$ cat config.mk
export PLATFORM = sky130hd
export DESIGN_NAME = csr_to_banked_ram_bridge
export DESIGN_NICKNAME = d
export VERILOG_FILES = /design/src/rtl/csr_to_ram_bridge_pkg.sv /design/src/rtl/csr_to_banked_ram_bridge_rd_mux.sv /design/src/rtl/csr_to_banked_ram_bridge.sv
export SDC_FILE = /design/constraint.sdc
export NUM_CORES = 1
export LEC_CHECK = 0
export CAP_MARGIN = 20
export CELL_PAD_IN_SITES_DETAIL_PLACEMENT = 0
export CELL_PAD_IN_SITES_GLOBAL_PLACEMENT = 1
export CORE_MARGIN = 2
export CORE_UTILIZATION = 31
export DETAILED_ROUTE_END_ITERATION = 12
export HOLD_SLACK_MARGIN = 0.05
export PLACE_DENSITY_LB_ADDON = 0.1
export SLEW_MARGIN = 20
export SYNTH_ARGS = -nofsm -noshare
export SYNTH_HDL_FRONTEND = slang
export SYNTH_HIERARCHICAL = 1
export SYNTH_SLANG_ARGS = --single-unit
$ cat constraint.sdc
create_clock -name i_clk -period 10.3 [get_ports i_clk]
set_input_delay 3.09 -clock i_clk [delete_from_list [all_inputs] [get_ports i_clk]]
set_output_delay 3.09 -clock i_clk [all_outputs]
set_load 0.01 [all_outputs]
$ cat src/rtl/csr_to_ram_bridge_pkg.sv
// Shared types and helpers for the CSR-to-banked-RAM bridge.
// Byte classification is sized for the widest supported word.
package csr_to_ram_bridge_pkg;

  localparam int RD_LATENCY_MAX = 4;
  localparam int MAX_BPW = 64;
  localparam int CNT_W = $clog2(RD_LATENCY_MAX + 1);

  typedef enum logic [1:0] {
    IDLE,
    RD_WAIT,
    RMW_RD_WAIT,
    RMW_WR
  } state_t;

  typedef struct packed {
    logic [MAX_BPW-1:0] full;
    logic [MAX_BPW-1:0] partial;
  } byte_class_t;

  function automatic byte_class_t byte_class(
    input logic [MAX_BPW*8-1:0] bit_en
  );
    byte_class_t c;
    c = '0;
    for (int k = 0; k < MAX_BPW; k++) begin
      c.full[k] = &bit_en[8*k +: 8];
      c.partial[k] = (|bit_en[8*k +: 8]) && !c.full[k];
    end
    return c;
  endfunction

endpackage

$ cat src/rtl/csr_to_banked_ram_bridge_rd_mux.sv
// Bank read-data select for the CSR-to-banked-RAM bridge.
// The bank index comes from the registered request.
module csr_bank_rd_mux #(
  parameter int W = 32,
  parameter int N = 4,
  parameter int SW = 2
) (
  input  logic [SW-1:0]  bank_sel,
  input  logic [N*W-1:0] rd_data,
  output logic [W-1:0]   word
);

  always_comb begin
    word = '0;
    for (int b = 0; b < N; b++) begin
      if (bank_sel == SW'(b)) begin
        word = rd_data[b*W +: W];
      end
    end
  end

endmodule

$ cat src/rtl/csr_to_banked_ram_bridge.sv
// PeakRDL external-block port to banked single-port RAMs.
// Partial-byte writes are done as an internal read-modify-write.
module csr_to_banked_ram_bridge
  import csr_to_ram_bridge_pkg::*;
#(
  parameter int WORD_BIT_WIDTH = 32,
  parameter int BYTE_ADDR_BIT_WIDTH = 10,
  parameter int NUM_BANKS = 4,
  parameter int RD_LATENCY = 1,
  localparam int BPW = WORD_BIT_WIDTH / 8,
  localparam int BANK_SEL_W = $clog2(NUM_BANKS),
  localparam int WORD_ADDR_W =
    BYTE_ADDR_BIT_WIDTH - $clog2(BPW) - BANK_SEL_W
) (
  input  logic                          i_clk,
  input  logic                          i_arst_n,
  input  logic                          i_acc_req,
  input  logic                          i_acc_req_is_wr,
  input  logic [BYTE_ADDR_BIT_WIDTH-1:0] i_byte_addr,
  input  logic [WORD_BIT_WIDTH-1:0]     i_wr_data,
  input  logic [WORD_BIT_WIDTH-1:0]     i_wr_bit_en,
  output logic                          o_rd_ack,
  output logic [WORD_BIT_WIDTH-1:0]     o_rd_data,
  output logic                          o_wr_ack,
  output logic                          o_busy,
  output logic                          o_err_overlap,
  output logic [NUM_BANKS-1:0]          o_ram_en,
  output logic [NUM_BANKS-1:0]          o_ram_we,
  output logic [WORD_ADDR_W-1:0]        o_ram_word_addr,
  output logic [BPW-1:0]                o_ram_wr_byte_en,
  output logic [WORD_BIT_WIDTH-1:0]     o_ram_wr_data,
  input  logic [NUM_BANKS*WORD_BIT_WIDTH-1:0] i_ram_rd_data
);

  localparam int OFS_W = $clog2(BPW);
  localparam int WI_W = BYTE_ADDR_BIT_WIDTH - OFS_W;
  localparam int BSW = (BANK_SEL_W > 0) ? BANK_SEL_W : 1;
  localparam logic [CNT_W-1:0] LAT = CNT_W'(RD_LATENCY);

  if (WORD_BIT_WIDTH < 8 ||
      (WORD_BIT_WIDTH & (WORD_BIT_WIDTH - 1)) != 0 ||
      WORD_BIT_WIDTH > 8 * MAX_BPW) begin : g_bad_word
    $error("WORD_BIT_WIDTH must be a power of 2 in 8..512");
  end
  if (NUM_BANKS < 1 ||
      (NUM_BANKS & (NUM_BANKS - 1)) != 0) begin : g_bad_banks
    $error("NUM_BANKS must be a power of 2, >= 1");
  end
  if (RD_LATENCY < 1 ||
      RD_LATENCY > RD_LATENCY_MAX) begin : g_bad_lat
    $error("RD_LATENCY must be 1..4");
  end
  if (WORD_ADDR_W < 1) begin : g_bad_addr
    $error("WORD_ADDR_W must be >= 1");
  end

  state_t state;
  logic [CNT_W-1:0] cnt;
  logic [BSW-1:0] bank_q;
  logic [WORD_ADDR_W-1:0] addr_q;
  logic [WORD_BIT_WIDTH-1:0] wdata_q;
  logic [WORD_BIT_WIDTH-1:0] bit_en_q;
  logic [BPW-1:0] be_q;
  logic wr_ack_q;
  logic err_q;

  logic [WI_W-1:0] word_idx;
  logic [BSW-1:0] req_bank;
  logic [WORD_ADDR_W-1:0] req_addr;

  assign word_idx = i_byte_addr[BYTE_ADDR_BIT_WIDTH-1:OFS_W];
  assign req_addr = word_idx[WORD_ADDR_W-1:0];

  if (NUM_BANKS > 1) begin : g_bank
    assign req_bank = word_idx[WI_W-1 -: BANK_SEL_W];
  end else begin : g_one_bank
    assign req_bank = '0;
  end

  if (OFS_W > 0) begin : g_lo
    logic unused_lo;
    assign unused_lo = ^i_byte_addr[OFS_W-1:0];
  end

  logic [MAX_BPW*8-1:0] be_ext;
  byte_class_t cls;
  logic [BPW-1:0] full_b;
  logic [BPW-1:0] part_b;

  always_comb begin
    be_ext = '0;
    be_ext[WORD_BIT_WIDTH-1:0] = i_wr_bit_en;
  end

  assign cls = byte_class(be_ext);
  assign full_b = cls.full[BPW-1:0];
  assign part_b = cls.partial[BPW-1:0];

  if (BPW < MAX_BPW) begin : g_cls_hi
    logic unused_cls;
    assign unused_cls = ^{cls.full[MAX_BPW-1:BPW],
                          cls.partial[MAX_BPW-1:BPW]};
  end

  logic acc;
  logic has_part;
  logic rd_strobe;
  logic wr_strobe;
  logic rmw_go;
  logic rd_done;
  logic [WORD_BIT_WIDTH-1:0] mux_word;
  logic [WORD_BIT_WIDTH-1:0] merged;

  assign acc = i_acc_req && (state == IDLE);
  assign has_part = |part_b;
  assign rd_strobe = acc && (!i_acc_req_is_wr || has_part);
  assign wr_strobe = acc && i_acc_req_is_wr &&
                     !has_part && (|full_b);
  assign rmw_go = (state == RMW_RD_WAIT) && (cnt == LAT);
  assign rd_done = (state == RD_WAIT) && (cnt == LAT);

  csr_bank_rd_mux #(
    .W (WORD_BIT_WIDTH),
    .N (NUM_BANKS),
    .SW(BSW)
  ) u_rd_mux (
    .bank_sel(bank_q),
    .rd_data (i_ram_rd_data),
    .word    (mux_word)
  );

  // Merge uses the live RAM word, valid exactly in the rmw_go cycle.
  assign merged = (mux_word & ~bit_en_q) | (wdata_q & bit_en_q);

  always_comb begin
    o_ram_en = '0;
    o_ram_we = '0;
    o_ram_word_addr = '0;
    o_ram_wr_byte_en = '0;
    o_ram_wr_data = '0;
    unique case (1'b1)
      rd_strobe: begin
        o_ram_en = NUM_BANKS'(1) << req_bank;
        o_ram_word_addr = req_addr;
      end
      wr_strobe: begin
        o_ram_en = NUM_BANKS'(1) << req_bank;
        o_ram_we = NUM_BANKS'(1) << req_bank;
        o_ram_word_addr = req_addr;
        o_ram_wr_byte_en = full_b;
        o_ram_wr_data = i_wr_data;
      end
      rmw_go: begin
        o_ram_en = NUM_BANKS'(1) << bank_q;
        o_ram_we = NUM_BANKS'(1) << bank_q;
        o_ram_word_addr = addr_q;
        o_ram_wr_byte_en = be_q;
        o_ram_wr_data = merged;
      end
      default: ;
    endcase
  end

  always_ff @(posedge i_clk or negedge i_arst_n) begin
    if (!i_arst_n) begin
      state <= IDLE;
      cnt <= '0;
      bank_q <= '0;
      addr_q <= '0;
      wdata_q <= '0;
      bit_en_q <= '0;
      be_q <= '0;
      wr_ack_q <= 1'b0;
      err_q <= 1'b0;
    end else begin
      wr_ack_q <= 1'b0;
      if (i_acc_req && state != IDLE) begin
        err_q <= 1'b1;
      end
      unique case (state)
        IDLE: begin
          if (i_acc_req) begin
            bank_q <= req_bank;
            addr_q <= req_addr;
            wdata_q <= i_wr_data;
            bit_en_q <= i_wr_bit_en;
            be_q <= full_b | part_b;
            if (!i_acc_req_is_wr) begin
              state <= RD_WAIT;
              cnt <= CNT_W'(1);
            end else if (has_part) begin
              state <= RMW_RD_WAIT;
              cnt <= CNT_W'(1);
            end else begin
              wr_ack_q <= 1'b1;
            end
          end
        end
        RD_WAIT, RMW_RD_WAIT: begin
          if (cnt == LAT) begin
            cnt <= '0;
            state <= (state == RD_WAIT) ? IDLE : RMW_WR;
          end else begin
            cnt <= cnt + CNT_W'(1);
          end
        end
        RMW_WR: state <= IDLE;
        default: state <= IDLE;
      endcase
    end
  end

  assign o_rd_ack = rd_done;
  assign o_rd_data = rd_done ? mux_word : '0;
  assign o_wr_ack = wr_ack_q || (state == RMW_WR);
  assign o_busy = (state != IDLE);
  assign o_err_overlap = err_q;

endmodule

==> reports/metrics.cfg <==
[outcome]
run_status=finished clean

[worst_setup_path]
worstPathCellList=clkdlybuf4s50_1 > or4_1 > nor2_2 > o221ai_2 > nor3_4 > and2_2 > buf_12 > o2bb2ai_2 > clkdlybuf4s50_1
crit_path_kind=in -> out
crit-reg2reg-launch=state[0]
crit_path_end_kind=primary output
worstPathRequired_ns=7.21
reg2reg_depth=6
worstReg2RegEnd=bit_en_q[0]
critPathMaxStageDelay_ns=0.60
setup.reg_to_reg.worst_slack_ns=7.83
critPathMaxFanout=19
worstSetupStartpointType=primary input
critPathMostFrequentCell=sky130_fd_sc_hd__clkdlybuf4s50_1
cp_data_arrival_time_ns=6.46
critPathSlowestCell=sky130_fd_sc_hd__clkdlybuf4s50_1

[global_routing]
first_global_vias=5900
grt_first_pass_wirelength_um=32400
grt_antenna_before_repair=0
grt_max_degree=85
grt_util_all_layers_pct=21.1
gr-total-overflow=0

[die]
die_area_mm2=0.0193
chipHeight_um=139
core-area_mm2=0.0179
num_io_pins=292
die_width_um=139
placement_rows=49
initial_core_util_pct=31.5

[routing]
postRouteAntennaNets=0
drt-vias-per-instance=5.01
drtPass1Iterations=4
drtIter0Drc=208
vias=5421
post_drt_wl_per_cell_um=18.5
detail_route.wirelength_um=20000
detail_route.drc_violations=0

[sta]
finalWorstSetupSlack_ns=0.748
setup_total_negative_slack_ns=0
rsz0062_at_grt=false
timing_max_transition_violations_final=0
timing_hold_violations_final=0
clock-skew-final_ns=0.00642
timing.final.crit_share_pct=92.7
tightest_slew_ns=0.936
worst_slew_margin_rel_pct=37.6
achievable-frequency_mhz=105
finalSetupViolations=0
post-route-min-period_ns=9.55

[power]
p_seq_share_pct=31.2
worst_ir_drop_on_vdd_mv=0.161
power-per-cell-area_mw_per_mm2=218
p_switching_uw=768
share_comb_of_total_power_pct=52.0
total_leakage_power_uw=0.00385
p_sw_share_pct=39.5
internal_power_uw=1180
share_of_power_burned_in_the_clock_network_pct=16.8

[yosys]
synth_most_common_cell=sky130_fd_sc_hd__nand2_1
synth_top_flop_cell=sky130_fd_sc_hd__dfrtp_1
synth-seq-cells=83
synth.net_count=790
syn-mean-instance-area_um2=9.73
synth.lib_cells_used.distinct=46
synth.largest_area_cell=sky130_fd_sc_hd__dfrtp_1
ys_top_cells_by_area=sky130_fd_sc_hd__dfrtp_1 (37%), sky130_fd_sc_hd__nand2_1 (16%), sky130_fd_sc_hd__mux4_2 (12%), sky130_fd_sc_hd__o2bb2ai_2 (8.0%), sky130_fd_sc_hd__mux2i_1 (5.7%)
post_synth_instance_area_mm2=0.00564
synth_enable_flop_cells=0
synthArstFlopShare_pct=100
ys_warn_count=6
synth.yosys.seq_area_share_pct=36.9
yosys.area.top_type_share_pct=36.9
netlist_instances=579
synthTopCellsByCount=sky130_fd_sc_hd__nand2_1 (235), sky130_fd_sc_hd__dfrtp_1 (83), sky130_fd_sc_hd__and3_1 (33)

[cells_and_area]
num_antenna_cells=0
synthToLayoutAreaGrowth_pct=58.5
layout.cells.non_filler=1081
layout-drive-gt1-share_pct=12.9
stdcell_area_mm2=0.00893
final_nets=1058

[min_path]
timing.hold.worst_endpoint=o_err_overlap
holdPathStages=1
worst_hold_launch=o_err_overlap
min_path_type=reg -> reg

[clock_network]
tritoncts_num_sinks=83
holdBufCountCts=0
htree_levels=3
cts_resized=0
tritoncts.num_buffers=9
cts_root_buffer_type=sky130_fd_sc_hd__clkbuf_16
clock_tree.buffer_depth=2
cts_setup_buffers=0
clk_pin_slew_ns=0.07
tritoncts=built
clkLatencyLatePin_ns=0.34

[placement]
detailedPlacementHpwl_um=14600
placed_area_mm2=0.00864
place_worst_setup_slack_ns=0.760
final_wtd_congestion=0.796
numPlacedInstances=1065
number_of_buffers_inserted_by_port_buffering=289

[run]
drv_cap=0

## per-stage QoR
stage | hold slack [ns] | total power, uW | utilization (%)
global placement | 0.438 | 1610 | 48.2
floorplan | 0.445 | 1240 | -
finish | 0.460 | 1940 | 49.9
global route | 0.490 | 2100 | 49.9
detailed placement | 0.450 | 1640 | 48.2
CTS | 0.465 | 1980 | 49.9
## cell usage in the layout, fill, tap and decap left out, types with 2 or more instances in the layout
cell | netlist | layout
sky130_fd_sc_hd__mux2i_1 | 32 | 32
sky130_fd_sc_hd__mux4_2 | 30 | 30
sky130_fd_sc_hd__nor2_1 | 5 | 5
sky130_fd_sc_hd__o2bb2ai_2 | 30 | 30
sky130_fd_sc_hd__nor3_2 | 1 | 2
sky130_fd_sc_hd__clkinv_2 | 0 | 5
sky130_fd_sc_hd__or4_1 | 4 | 4
sky130_fd_sc_hd__inv_1 | 6 | 6
sky130_fd_sc_hd__and2_2 | 0 | 2
sky130_fd_sc_hd__nand3b_1 | 2 | 2
sky130_fd_sc_hd__o21ai_0 | 10 | 10
sky130_fd_sc_hd__a2bb2oi_1 | 2 | 2
sky130_fd_sc_hd__dfrtp_1 | 83 | 81
sky130_fd_sc_hd__o2bb2ai_1 | 2 | 2
sky130_fd_sc_hd__buf_4 | 0 | 7
sky130_fd_sc_hd__or4_4 | 5 | 5
sky130_fd_sc_hd__mux4_1 | 2 | 2
sky130_fd_sc_hd__clkbuf_16 | 0 | 9
sky130_fd_sc_hd__o21ai_1 | 6 | 6
sky130_fd_sc_hd__a22o_1 | 5 | 5
sky130_fd_sc_hd__nand2_1 | 235 | 233
sky130_fd_sc_hd__and3_1 | 33 | 33
sky130_fd_sc_hd__o31ai_1 | 4 | 4
sky130_fd_sc_hd__dfrtp_2 | 0 | 2
sky130_fd_sc_hd__nand2b_1 | 2 | 2
sky130_fd_sc_hd__ha_1 | 5 | 4
sky130_fd_sc_hd__clkdlybuf4s50_1 | 0 | 288
sky130_fd_sc_hd__and2_1 | 4 | 2
sky130_fd_sc_hd__mux2_2 | 3 | 3
sky130_fd_sc_hd__nor2_4 | 3 | 3
sky130_fd_sc_hd__nand4_1 | 8 | 8
## final cells by class
class                   count  area (um^2)
clock inverters             6         55.1
repair buffers            296         2960
flip-flops and latches     83         2080
multi-input cells         451         3290
clock buffers              10          239
inverters                   6         22.5
fillers                  1639         8970
well taps                 229          287
## registers in the layout, indices dropped and copies added (netlist names)
signal / cells
state: 2
bank_q: 2
bit_en_q: 32
o_err_overlap: 1
wdata_q: 32
wr_ack_q: 1
addr_q: 6
be_q: 4
cnt: 3
## worst max-delay path, delay by kind of cell
family / cells / cell delay, ns
and+or+nand+nor: 4 / 1.70
buffers and inverters: 3 / 1.33
AOI/OAI and AO/OA: 2 / 0.32
## layer usage
metal	global-route usage, %	wire [um]
met5	0	0
met4	5.48	248
met3	4.70	1160
met2	36.7	10000
met1	26.7	8570
## how the worst max path moves through the flow
stage | from | end | slack [ns] | cells past startpoint
final | i_wr_bit_en[17] | o_ram_wr_data[31] | 0.75 | 9
after global routing | i_wr_bit_en[17] | o_ram_wr_data[15] | 0.57 | 9
after CTS | i_wr_bit_en[17] | o_ram_wr_data[15] | 0.72 | 9
after detailed placement | i_wr_bit_en[17] | o_ram_wr_data[15] | 0.76 | 9
after global placement | i_wr_bit_en[17] | o_ram_wr_data[17] | 0.77 | 9
after floorplan | i_wr_bit_en[1] | o_ram_wr_data[0] | 2.52 | 8
## power by group through the flow
stage          Clock (uW)  Combinational, uW  Sequential (uW)
3_3_place_gp            0               1010              604
5_1_grt               351               1120              630
6_report              327               1010              606
2_1_floorplan           0                676              560
4_1_cts               339               1030              609
3_5_place_dp            0               1020              612
## cell families after synthesis
kind of cell / synth area share, %
and+or+nand+nor: 24.7
DFF: 36.9
AOI/OAI and AO/OA: 12.9
muxes: 19.2
buffers and inverters: 5.06
adders and majority gates: 1.11
xor gates and xnor gates: 0.155
No activity file was read; power rests on OpenSTA's default activity.
==> edit 1 (same flow settings) <==
`WORD_BIT_WIDTH`: 32 -> 16.
--- a/src/rtl/csr_to_banked_ram_bridge.sv
+++ b/src/rtl/csr_to_banked_ram_bridge.sv
@@ -4,5 +4,5 @@
   import csr_to_ram_bridge_pkg::*;
 #(
-  parameter int WORD_BIT_WIDTH = 32,
+  parameter int WORD_BIT_WIDTH = 16,
   parameter int BYTE_ADDR_BIT_WIDTH = 10,
   parameter int NUM_BANKS = 4,
Ports: changed (7 resized); port bits go from 292 to 163. The function was not compared with the original's and may differ.
==> edit 1 against the original RTL <==
  * Routed wire length shrank 47%
  * Final area shrank 43%
  * Setup slack gained 670 ps
  * Register-to-register slack gained 650 ps
  * Clock power shrank 62%
  * Core utilization shrank 0.53 points
  * Area after synthesis shrank 42%
  * First-iteration DRC count shrank 35%
  * Total power shrank 45%
  * Sequential cell count shrank 33
==> edit 1: results (changes against the original RTL) <==
* Status: finished, final reports clean
* Netlist cell types at 37 (-20%)
* Nets at 624 (-41%)
* Largest net degree at the start of global routing at 51 (-40%)
* Gpl congestion at 0.740 (-7.0%)
* Final Skew at 5.56 ps (-0.863 ps)
* Place WS at 1380 ps (+623 ps)
* Gr usage total at 19.0% (-2.1 points)
* First-pass GRT wire length at 16800 µm (-48%)
* Layout cell share with drive strength beyond 1 at 6.86% (-6.0 points)
* Critical path data arrival time at 5800 ps (-660 ps)
* Worst Setup EP: o_ram_we[2]
* Via count at 3209 (-41%)
* Dpl cell area at 0.00495 mm² (-43%)
* Drt total wl at 10600 µm (-47%)
* Num CTS Buffers at 5 (-4)
* Reg2reg end: wr_ack_q
* IO buf count at 161 (-44%)
* Net Count, Synth at 473 (-40%)
* Largest regs: bit_en_q (16), wdata_q (16), addr_q (7)
* Final Cycle Share at 86.3% (-6.5 points)
* Vias in the first global route at 3314 (-44%)
* GR Util met2 at 34.7% (-2.0 points)
* Reg2Reg Setup Slack at 8480 ps (+650 ps)
* Met3 Resource Use GR at 5.21% (+0.52 points)
* Met1 Use GR at 22.4% (-4.3 points)
edit 1: cell types whose count changed in the layout (fill, tap and decap cells not counted), moves of 9 or more:
cell,unedited run,this run
dfrtp_1,81,50
mux4_2,30,10
nand2_1,233,141
and3_1,33,19
o2bb2ai_2,30,0
mux2i_1,32,20
clkdlybuf4s50_1,288,160
clkbuf_16,9,0
o2bb2ai_1,2,18
edit 1: logic make-up (layout without fill, tap and decap cells):
family          Yosys count  after routing  share of synthesized area (%)
mux                      36             36                           18.0
compound gates           48             48                           11.1
simple gates            192            192                           26.4
flops                    50             50                           38.5
buf+inv                  27            179                           4.16
fa+ha+maj                 5              5                           1.93
edit 1: power by group:
| group | leakage (nW) | internal [mW] | total (mW) | switching, mW |
|---|---|---|---|---|
| sequential | 0.618 | 0.283 | 0.352 | 0.0691 |
| clock | 0.0472 | 0.0542 | 0.123 | 0.0686 |
| combinational | 1.57 | 0.310 | 0.605 | 0.295 |
| total | 2.24 | 0.646 | 1.08 | 0.433 |
edit 1: area by class of cell:
| class | instances | area [µm²] | share of cell area, % |
|---|---|---|---|
| clock inverters | 2 | 12.5 | 0.248 |
| clock buffers | 6 | 82.6 | 1.64 |
| well taps | 136 | 170 | 3.37 |
| repair buffers | 166 | 1640 | 32.6 |
| inverters | 5 | 18.8 | 0.372 |
| multi-input cells | 281 | 1870 | 37.0 |
| flip-flops and latches | 50 | 1250 | 24.8 |
edit 1: routing by layer:
metal | routed length (µm) | up-vias
met5 | 0 | -
met4 | 87 | 0
met3 | 827 | 6
met2 | 5340 | 129
met1 | 4350 | 1518
li1 | - | 1556
edit 1: worst max-delay path, stage by stage:
cell	delay (ps)
clkdlybuf4s50_1	530
nand4_1	130
or2_1	320
a21oi_1	170
o211a_1	730
a32o_1	290
clkdlybuf4s50_1	540
==> edit 2 (config.mk and constraints unchanged) <==
Made on the original files. The 4 states of `state_t` get a Gray code encoding in 2 bits.
--- a/src/rtl/csr_to_ram_bridge_pkg.sv
+++ b/src/rtl/csr_to_ram_bridge_pkg.sv
@@ -8,8 +8,8 @@
 
   typedef enum logic [1:0] {
-    IDLE,
-    RD_WAIT,
-    RMW_RD_WAIT,
-    RMW_WR
+    IDLE        = 2'b00,
+    RD_WAIT     = 2'b01,
+    RMW_RD_WAIT = 2'b11,
+    RMW_WR      = 2'b10
   } state_t;
 
Formal check against the unedited RTL: no difference found for any inputs over 10 cycles, from zero or initial values and one cycle with i_arst_n low; not proved beyond that.
==> edit 2 against the original RTL <==
  * Sequential cell count unchanged
  * Area after synthesis fell by 8.2%
  * Routed wire length fell by 4.2%
  * Total power decreased by 8.6%
  * Final area decreased by 5.1%
  * First-iteration DRC count is 31% higher
  * Combinational power down 14%
  * Setup slack improved by 380 ps
  * Final cell count down 1.9%
  * Largest cell class is now non-clock buffers
  * Largest power group unchanged
==> edit 2: results (changes against the original RTL) <==
* Place WS at 1100 ps (+345 ps)
* Layout cell share with drive strength beyond 1 at 7.98% (-4.9 points)
* Clock-pin slew on the worst setup and hold paths at 50 ps (-20 ps)
* Num CTS Buffers at 9 (unchanged)
* Post-synthesis sequential area ratio at 40.1% (+3.3 points)
* Gpl congestion at 0.794 (-0.26%)
* Number of antenna violations at the first check in global routing at 0 (unchanged)
* Nets at 1041 (-1.6%)
* Static Leak at 3.55 nW (-7.7%)
* Net Count, Synth at 770 (-2.5%)
* IO buf count at 289 (unchanged)
* Largest net degree at the start of global routing at 83 (-2.4%)
* N_diodes at 0 (unchanged)
* Met1 Use GR at 27.5% (+0.79 points)
* Switching Fraction at 37.3% (-2.2 points)
* Synth top area cells: dfrtp_1 40%, nand2_1 17%, mux4_2 13%, mux2i_1 6.2%, and2_1 4.0%
* Crit Path Max Fanout at 36 (+17)
* Synth Area in XOR/XNOR at 0% (-0.16 points)
* Sum of net half-perimeters after detailed placement at 14500 µm (-0.89%)
* DR WL met2 at 9550 µm (-4.6%)
* WL per Instance at 18.1 µm (-2.3%)
* Uppermost layer routed: met4
* Comb power frac at 48.6% (-3.4 points)
* # fillers at 1550 (-5.4%)
* Met3 Resource Use GR at 5.71% (+1.0 points)
* Post-synthesis mux area share at 20.3% (+1.1 points)
* First DRT Iteration DRCs at 272 (+31%)
* First-pass GRT wire length at 30700 µm (-5.2%)
* Gr usage total at 22.1% (+0.94 points)
* Compound-gate portion of the synthesized area at 8.51% (-4.4 points)
* Seq. pwr at 627 µW (+3.5%)
* Met1 wire length at 8080 µm (-5.7%)
* Ys flop type: dfrtp_1
* Via count at 5259 (-3.0%)
* Synth top cells by count: 230 x nand2_1, 83 x dfrtp_1, 33 x and2_1, 32 x mux2i_1, 32 x o22ai_1
* Adder-cell share of the synthesized area at 0% (-1.1 points)
* Netlist cell types at 41 (-11%)
* Critical path data arrival time at 6080 ps (-380 ps)
* Met3 WL post-DR at 1260 µm (+8.6%)
* Vias in the first global route at 5679 (-3.7%)
* Final Skew at 5.78 ps (-0.648 ps)
* Maximum vdd ir drop at 0.0976 mV (-39%)
* DRT Pass-1 Iters at 4 (unchanged)
* Status: finished, final reports clean
* Largest regs: bit_en_q (32), wdata_q (32), addr_q (6)
* Worst-margin pin slew at 932 ps (-3.81 ps)
* Htree depth at 3 (unchanged)
* GR Util met2 at 38.0% (+1.3 points)
-- edit 2: cell count changes in the layout (fill, tap and decap cells not counted), moves of 4 or more --
cell and delta:
ha_1 -4, and2_1 +31, or4_1 +4, inv_1 -4, and3_1 -32, or4_4 -4, o21ai_0 +8, o21ai_1 -5
o22ai_1 +31, o31ai_1 -4, clkbuf_1 +4, o2bb2ai_2 -30
-- edit 2: per-stage QoR --
stage | instances | cell area [µm²] | utilization [%] | power, mW | hold slack [ps]
after global placement | 1044 | 8220 | 49.9 | 1.49 | 438
after global routing | 1060 | 8480 | 51.5 | 1.92 | 490
after floorplan | 564 | 5170 | - | 1.14 | 446
after CTS | 1060 | 8480 | 51.5 | 1.80 | 465
final | 1060 | 8480 | 51.5 | 1.78 | 456
after detailed placement | 1044 | 8220 | 49.9 | 1.51 | 452
-- edit 2: worst paths after layout --
path | from | to | slack, ps | cells after the start
max in group asynchronous | i_arst_n | bank_q[1] | 6540 | 2
setup reg to reg | state[1] | be_q[3] | 8400 | 3
min in group asynchronous | i_arst_n | wdata_q[22] | 2730 | 1
hold / removal | o_err_overlap | o_err_overlap | 460 | 1
hold reg to reg | o_err_overlap | o_err_overlap | 460 | 1
setup / recovery | i_wr_bit_en[13] | o_ram_we[3] | 1130 | 7
-- edit 2: cell type report --
type | instances | share of cell area [%]
clock buffers | 13 | 2.83
clock inverters | 3 | 0.177
inverters | 2 | 0.0886
multi-input cells | 443 | 34.2
flip-flops and latches | 83 | 24.5
well taps | 220 | 3.25
repair buffers | 296 | 34.9
-- edit 2: worst max-delay path: stages --
cell and delay (ps):
clkdlybuf4s50_1 450, or4_1 520, nor2_1 300, o221a_2 300
nand3_4 430, o21ai_0 390, clkdlybuf4s50_1 590
